`config.mk`:
```
export PLATFORM = sky130hd
export DESIGN_NAME = data_cache
export DESIGN_NICKNAME = d
export VERILOG_FILES = /design/src/rtl/data_cache_pkg.sv /design/src/rtl/data_cache_array.sv /design/src/rtl/data_cache.sv
export SDC_FILE = /design/constraint.sdc
export NUM_CORES = 1
export LEC_CHECK = 0
export BUFFER_PORTS_ARGS = -buffer_cell sky130_fd_sc_hd__buf_2
export CAP_MARGIN = 15
export CELL_PAD_IN_SITES_DETAIL_PLACEMENT = 0
export CELL_PAD_IN_SITES_GLOBAL_PLACEMENT = 1
export CORE_MARGIN = 1
export CORE_UTILIZATION = 35
export DETAILED_ROUTE_END_ITERATION = 8
export PLACE_DENSITY = 0.69
export SLEW_MARGIN = 10
export SYNTH_ARGS = -nofsm -noshare
export SYNTH_HDL_FRONTEND = slang
export SYNTH_HIERARCHICAL = 1
export SYNTH_SLANG_ARGS = --single-unit
```
`constraint.sdc`:
```
create_clock -name clock -period 6.95 [get_ports clock]
set_input_delay 0.695 -clock clock [delete_from_list [all_inputs] [get_ports clock]]
set_output_delay 0.695 -clock clock [all_outputs]
set_load 0.03 [all_outputs]
```
`src/rtl/data_cache_pkg.sv`:
```
// Shared geometry, state encodings and helpers for the direct-mapped data cache.
package data_cache_pkg;

  localparam int unsigned CACHE_LINES          = 4;
  localparam int unsigned CACHE_WORDS_PER_LINE = 4;
  localparam int unsigned CACHE_WORD_W         = 32;
  localparam int unsigned CACHE_LINE_W         = CACHE_WORDS_PER_LINE * CACHE_WORD_W;
  localparam int unsigned CACHE_OFFSET_W       = $clog2(CACHE_LINE_W / 8);
  localparam int unsigned CACHE_INDEX_W        = $clog2(CACHE_LINES);
  localparam int unsigned CACHE_TAG_W          = 32 - CACHE_OFFSET_W - CACHE_INDEX_W;
  localparam int unsigned CACHE_WSEL_W         = $clog2(CACHE_WORDS_PER_LINE);

  // Miss-handling controller states
  typedef enum logic [1:0] {
    StIdle,
    StWriteback,
    StRefill,
    StDone
  } cache_state_e;

  // Operation on the single storage write port
  typedef enum logic [1:0] {
    WrNone,   // no update
    WrFill,   // whole line from backing memory, tag set, valid=1, dirty=0
    WrStore,  // byte-masked word write, dirty=1
    WrClean   // victim written back, dirty=0
  } array_wr_e;

  // Line-aligned byte address from tag and index
  function automatic logic [31:0] line_addr(input logic [CACHE_TAG_W-1:0]   tag,
                                            input logic [CACHE_INDEX_W-1:0] idx);
    return {tag, idx, {CACHE_OFFSET_W{1'b0}}};
  endfunction

endpackage

```
`src/rtl/data_cache_array.sv`:
```
// Valid/dirty/tag/data storage: one combinational read port and one write port,
// both addressed by the same line index.
module data_cache_array
  import data_cache_pkg::*;
(
  input  logic                      clock,
  input  logic                      reset,
  input  logic [CACHE_INDEX_W-1:0]  idx_i,
  output logic                      valid_o,
  output logic                      dirty_o,
  output logic [CACHE_TAG_W-1:0]    tag_o,
  output logic [CACHE_LINE_W-1:0]   line_o,
  input  array_wr_e                 wr_op_i,
  input  logic [CACHE_WSEL_W-1:0]   wr_word_i,
  input  logic [3:0]                wr_be_i,
  input  logic [CACHE_WORD_W-1:0]   wr_data_i,
  input  logic [CACHE_TAG_W-1:0]    wr_tag_i,
  input  logic [CACHE_LINE_W-1:0]   wr_line_i
);

  logic [CACHE_LINES-1:0]  valid_q;
  logic [CACHE_LINES-1:0]  dirty_q;
  logic [CACHE_TAG_W-1:0]  tag_q  [CACHE_LINES];
  logic [CACHE_LINE_W-1:0] data_q [CACHE_LINES];

  logic [CACHE_LINE_W-1:0] st_mask;
  logic [CACHE_LINE_W-1:0] st_line;

  assign valid_o = valid_q[idx_i];
  assign dirty_o = dirty_q[idx_i];
  assign tag_o   = tag_q[idx_i];
  assign line_o  = data_q[idx_i];

  // Expand the word select and byte enables into a full-line bit mask
  always_comb begin
    st_mask = '0;
    st_line = {CACHE_WORDS_PER_LINE{wr_data_i}};
    for (int w = 0; w < int'(CACHE_WORDS_PER_LINE); w++) begin
      for (int b = 0; b < 4; b++) begin
        st_mask[w*32 + b*8 +: 8] = {8{wr_be_i[b] & (wr_word_i == CACHE_WSEL_W'(w))}};
      end
    end
  end

  // Status bits: cleared by reset so every line starts invalid and clean
  always_ff @(posedge clock or posedge reset) begin
    if (reset) begin
      valid_q <= '0;
      dirty_q <= '0;
    end else begin
      unique case (wr_op_i)
        WrFill: begin
          valid_q[idx_i] <= 1'b1;
          dirty_q[idx_i] <= 1'b0;
        end
        WrStore: dirty_q[idx_i] <= 1'b1;
        WrClean: dirty_q[idx_i] <= 1'b0;
        default: ;
      endcase
    end
  end

  // Tag and data arrays carry no reset; contents are qualified by valid
  always_ff @(posedge clock) begin
    if (wr_op_i == WrFill) begin
      tag_q[idx_i]  <= wr_tag_i;
      data_q[idx_i] <= wr_line_i;
    end else if (wr_op_i == WrStore) begin
      data_q[idx_i] <= (data_q[idx_i] & ~st_mask) | (st_line & st_mask);
    end
  end

endmodule

```
`src/rtl/data_cache.sv`:
```
// Memory-stage data cache: direct-mapped, write-back, write-allocate. Hits complete in
// the access cycle; misses stall while the controller writes back a dirty victim and
// refills the line over the req/ack backing-memory port.
module data_cache
  import data_cache_pkg::*;
(
  input  logic         clock,
  input  logic         reset,
  input  logic         m_mem_read,
  input  logic         m_mem_write,
  input  logic         m_mem_byte,
  input  logic [31:0]  m_address,
  input  logic [31:0]  m_write_data,
  output logic [31:0]  m_read_data,
  output logic         m_stall,
  output logic         mem_req,
  output logic         mem_we,
  output logic [31:0]  mem_addr,
  output logic [127:0] mem_wdata,
  input  logic         mem_ack,
  input  logic [127:0] mem_rdata
);

  cache_state_e state_q, state_d;
  logic         mem_req_q, mem_req_d;
  logic         mem_we_q, mem_we_d;
  logic [31:0]  mem_addr_q, mem_addr_d;
  logic [127:0] mem_wdata_q, mem_wdata_d;

  logic [CACHE_TAG_W-1:0]   req_tag;
  logic [CACHE_INDEX_W-1:0] req_idx;
  logic [CACHE_WSEL_W-1:0]  req_word;
  logic [1:0]               req_lane;

  logic                     arr_valid, arr_dirty;
  logic [CACHE_TAG_W-1:0]   arr_tag;
  logic [CACHE_LINE_W-1:0]  arr_line;
  array_wr_e                arr_wr_op;

  logic        access, hit;
  logic [31:0] rd_word;
  logic [7:0]  rd_byte;
  logic [3:0]  st_be;
  logic [31:0] st_data;

  assign req_tag  = m_address[31 -: CACHE_TAG_W];
  assign req_idx  = m_address[CACHE_OFFSET_W +: CACHE_INDEX_W];
  assign req_word = m_address[2 +: CACHE_WSEL_W];
  assign req_lane = m_address[1:0];

  // An access seen while reset is held must neither stall nor touch the arrays
  assign access = (m_mem_read | m_mem_write) & ~reset;
  assign hit    = arr_valid && (arr_tag == req_tag);

  assign rd_word = arr_line[{req_word, 5'b0} +: 32];
  assign rd_byte = rd_word[{req_lane, 3'b0} +: 8];

  // Byte stores replicate the byte; the lane enable picks where it lands
  assign st_be   = m_mem_byte ? (4'b0001 << req_lane) : 4'b1111;
  assign st_data = m_mem_byte ? {4{m_write_data[7:0]}} : m_write_data;

  data_cache_array u_array (
    .clock     (clock),
    .reset     (reset),
    .idx_i     (req_idx),
    .valid_o   (arr_valid),
    .dirty_o   (arr_dirty),
    .tag_o     (arr_tag),
    .line_o    (arr_line),
    .wr_op_i   (arr_wr_op),
    .wr_word_i (req_word),
    .wr_be_i   (st_be),
    .wr_data_i (st_data),
    .wr_tag_i  (req_tag),
    .wr_line_i (mem_rdata)
  );

  // Next state, registered memory-port values, stall, load data and array writes
  always_comb begin
    state_d     = state_q;
    mem_req_d   = mem_req_q;
    mem_we_d    = mem_we_q;
    mem_addr_d  = mem_addr_q;
    mem_wdata_d = mem_wdata_q;
    m_stall     = 1'b0;
    m_read_data = '0;
    arr_wr_op   = WrNone;

    unique case (state_q)
      StIdle: begin
        if (access) begin
          if (hit) begin
            if (m_mem_write) begin
              arr_wr_op = WrStore;
            end else begin
              m_read_data = m_mem_byte ? {24'b0, rd_byte} : rd_word;
            end
          end else begin
            m_stall   = 1'b1;
            mem_req_d = 1'b1;
            if (arr_valid && arr_dirty) begin
              state_d     = StWriteback;
              mem_we_d    = 1'b1;
              mem_addr_d  = line_addr(arr_tag, req_idx);
              mem_wdata_d = arr_line;
            end else begin
              state_d    = StRefill;
              mem_we_d   = 1'b0;
              mem_addr_d = line_addr(req_tag, req_idx);
            end
          end
        end
      end
      StWriteback: begin
        m_stall = 1'b1;
        if (mem_ack) begin
          arr_wr_op = WrClean;
          mem_req_d = 1'b0;
          mem_we_d  = 1'b0;
          state_d   = StRefill;
        end
      end
      StRefill: begin
        m_stall = 1'b1;
        // Arriving from write-back the request is low for one cycle; raise it here
        if (!mem_req_q) begin
          mem_req_d  = 1'b1;
          mem_we_d   = 1'b0;
          mem_addr_d = line_addr(req_tag, req_idx);
        end else if (mem_ack) begin
          arr_wr_op = WrFill;
          mem_req_d = 1'b0;
          state_d   = StDone;
        end
      end
      StDone: begin
        m_stall = 1'b1;
        state_d = StIdle;
      end
      default: state_d = StIdle;
    endcase
  end

  // Controller state and registered backing-memory request
  always_ff @(posedge clock or posedge reset) begin
    if (reset) begin
      state_q     <= StIdle;
      mem_req_q   <= 1'b0;
      mem_we_q    <= 1'b0;
      mem_addr_q  <= '0;
      mem_wdata_q <= '0;
    end else begin
      state_q     <= state_d;
      mem_req_q   <= mem_req_d;
      mem_we_q    <= mem_we_d;
      mem_addr_q  <= mem_addr_d;
      mem_wdata_q <= mem_wdata_d;
    end
  end

  assign mem_req   = mem_req_q;
  assign mem_we    = mem_we_q;
  assign mem_addr  = mem_addr_q;
  assign mem_wdata = mem_wdata_q;

endmodule

```
==> run metrics <==
clock sinks 784; mean number of vias per cell 5.41; Cell Chain, Critical Path buf_6 > mux4_2 > xnor2_1 > nand4_1 > nor3_1 > nand3_1 > a211oi_1 > buf_2; CTS tree built; Worst R2R Path Depth 10; Max IR drop VDD 0.000187 V; Global Route met3 Usage 0.0508; CTS-repair resized insts 0; CTS Buf Count 89; die height 315 µm; gr ovfl total 0; Hold Crit Class in2async; count leader, synth edfxtp_1; asr flop ratio synth 0.214; Top delay family on crit path simple AND/OR/NAND/NOR gates; complex-gate fraction of the synthesized area 0.0355; reg2reg setup slack 2530 ps; Post-Syn Instances 2072; drt pass-1 iters 7; crit path DAT 4780 ps; row cnt 114; status finished with violations; Post-Synth Simple-Gate Area 0.0651; CP max FO 74; die area 0.0991 mm²; period utilisation layout 0.788; dpl hpwl 71500 µm; Setup Crit Path Kind in2out; WHS 97.0 ps; Buffers on Ports 388; xor/xnor share of the synthesized area 0.00665; Leak 15.0 nW; Clock transition at path regs 60 ps; largest cells by area after synthesis edfxtp_1 (54%), mux4_2 (12%), dfrtp_1 (12%), mux2_4 (4.8%), nand2_1 (3.0%); RR Endpoint u_array/data_q[3][116]; P&R area growth vs syn 18.1%; H-tree lvl count 3; area share of fa/ha/maj cells after synthesis 0.00329; f_max 0.183 GHz; slew margin rel. 0.182; Worst R2R Start u_array/tag_q[2][10]; Iter 0 DRT Violations 2108; drt wl/cell 27.5 µm; layout cells sized above 1 0.377; largest net degree at the start of global routing 133; Setup Fix Bufs, Post-CTS 0; post-synthesis cell type count 50; endpoints failing setup 0; global route hottest layer met2; number of global-route vias before repair 21371; drt total wl 105000 µm; first-pass GRT wire length 151000 µm; post-synthesis mux area share 0.200; FF+latch count, synth 784; critical path's slowest cell nand3_1; Synth top cells by count edfxtp_1 (616), nand2_1 (277), mux4_2 (188); IO Pins 393; Avg Cell Area, Syn 16.5 µm²; nature of the critical path endpoint output pin; hold_buf cts 0; clock latency on the worst-skew pair 660 ps; Worst Path Required 6250 ps; routing usage on met2 0.328; CTS Buffer Depth 3; Post-Syn Area 0.0342 mm²; initial antenna violation count 11; cell taking the most area after synthesis edfxtp_1; dominant synthesized flop cell edfxtp_1; fin nets 2665; CP max stage delay 860 ps; Slew Viols, Final 0; Power Density 388 mW/mm²; via count 20632; area share of the largest cell type after synthesis 0.540; placer congestion estimate 0.842; final setup TNS 0 ps; Setup Skew 34.3 ps; CP startpoint kind input pin; MaxCap Viol Count 0; ANT nets after route 0; global-route met1 utilization 0.293; CORE AREA 0.0969 mm²; violated checks design-rule violations; CP bufs+invs 2; Worst-Margin Slew 1210 ps; post-synthesis sequential area ratio 0.663; largest family of logic cells by synthesized area multiplexers; synth warn 6; die width 315 µm; RSZ-0062 raised after global routing no; gr usage total 0.211; clock tree root buffer cell clkbuf_16; final worst path period need 5480 ps; Final Hold Vio Count 0; pre-CTS worst setup slack 1510 ps; DR DRC count 64; Initial Util 0.354; number of synthesized flops with an enable pin 616; setup ws final 1470 ps
where the power goes:
group,internal [mW],switching (mW),leakage [nW]
clock,2.78,1.94,1.45
combinational,1.64,2.77,5.92
sequential,6.13,0.418,7.59
through the flow:
| step | area, µm² | cells | util | total power [mW] |
|---|---|---|---|---|
| final | 40500 | 3816 | 0.418 | 15.7 |
| after global routing | 40400 | 3809 | 0.417 | 16.3 |
| after CTS | 40400 | 3809 | 0.417 | 15.8 |
| after detailed placement | 37500 | 3643 | 0.387 | 11.1 |
| after global placement | 37500 | 3643 | 0.387 | 11.0 |
| after floorplan | 34300 | 2075 | - | 9.51 |
sequential cells by signal, summed over array words and instances, names as in the netlist, named ones only:
signal / flops
state_q: 2
u_array/data_q: 512
mem_we: 1
u_array/tag_q: 104
mem_req: 1
u_array/valid_q: 4
mem_addr: 28
mem_wdata: 128
logic make-up after synthesis:
group | count (synthesis)
xor gates and xnor gates | 26
AOI/OAI and AO/OA | 194
muxes | 385
adders and majority gates | 9
other | 1
DFF | 784
and+or+nand+nor | 510
buffers and inverters | 163
worst max path at each step:
stage                 startpoint                   end  cells after the start
global route        m_address[4]        m_read_data[5]                     10
detailed placement  m_address[4]        m_read_data[4]                     10
CTS                 m_address[4]        m_read_data[4]                     10
floorplan                  reset  u_array/data_q[3][0]                      7
global placement    m_address[4]        m_read_data[4]                     10
finish              m_address[5]        m_read_data[2]                      8
final cells by class:
class / count / area (µm²)
flip-flops and latches: 784 / 22700
diodes: 7 / 17.5
well taps: 1276 / 1600
repair buffers: 421 / 2350
inverters: 34 / 131
fillers: 8684 / 56400
clock buffers: 119 / 2560
clock inverters: 47 / 415
multi-input cells: 1128 / 10700
per-layer routing:
| layer | wire length, µm | share of wire | vias up |
|---|---|---|---|
| met5 | 36 | 0.00034 | - |
| met2 | 49200 | 0.47 | 973 |
| li1 | - | - | 8767 |
| met3 | 9410 | 0.090 | 164 |
| met4 | 2820 | 0.027 | 6 |
| met1 | 43600 | 0.42 | 10722 |
placed cells by master (no fill, tap or decap), types with 9 or more instances in the layout:
master	n
edfxtp_1	616
buf_2	385
nand2_1	277
mux4_2	188
dfrtp_1	168
nor2_1	138
a31oi_1	128
mux2_4	110
clkbuf_16	95
mux2_2	74
o21ai_0	38
inv_1	31
and2_1	27
xnor2_1	26
buf_4	23
clkinv_1	16
clkinv_2	15
clkbuf_1	15
buf_12	11
mux2i_1	10
nand3b_1	9
clkbuf_8	9
Power figures use the tool's default switching activity.
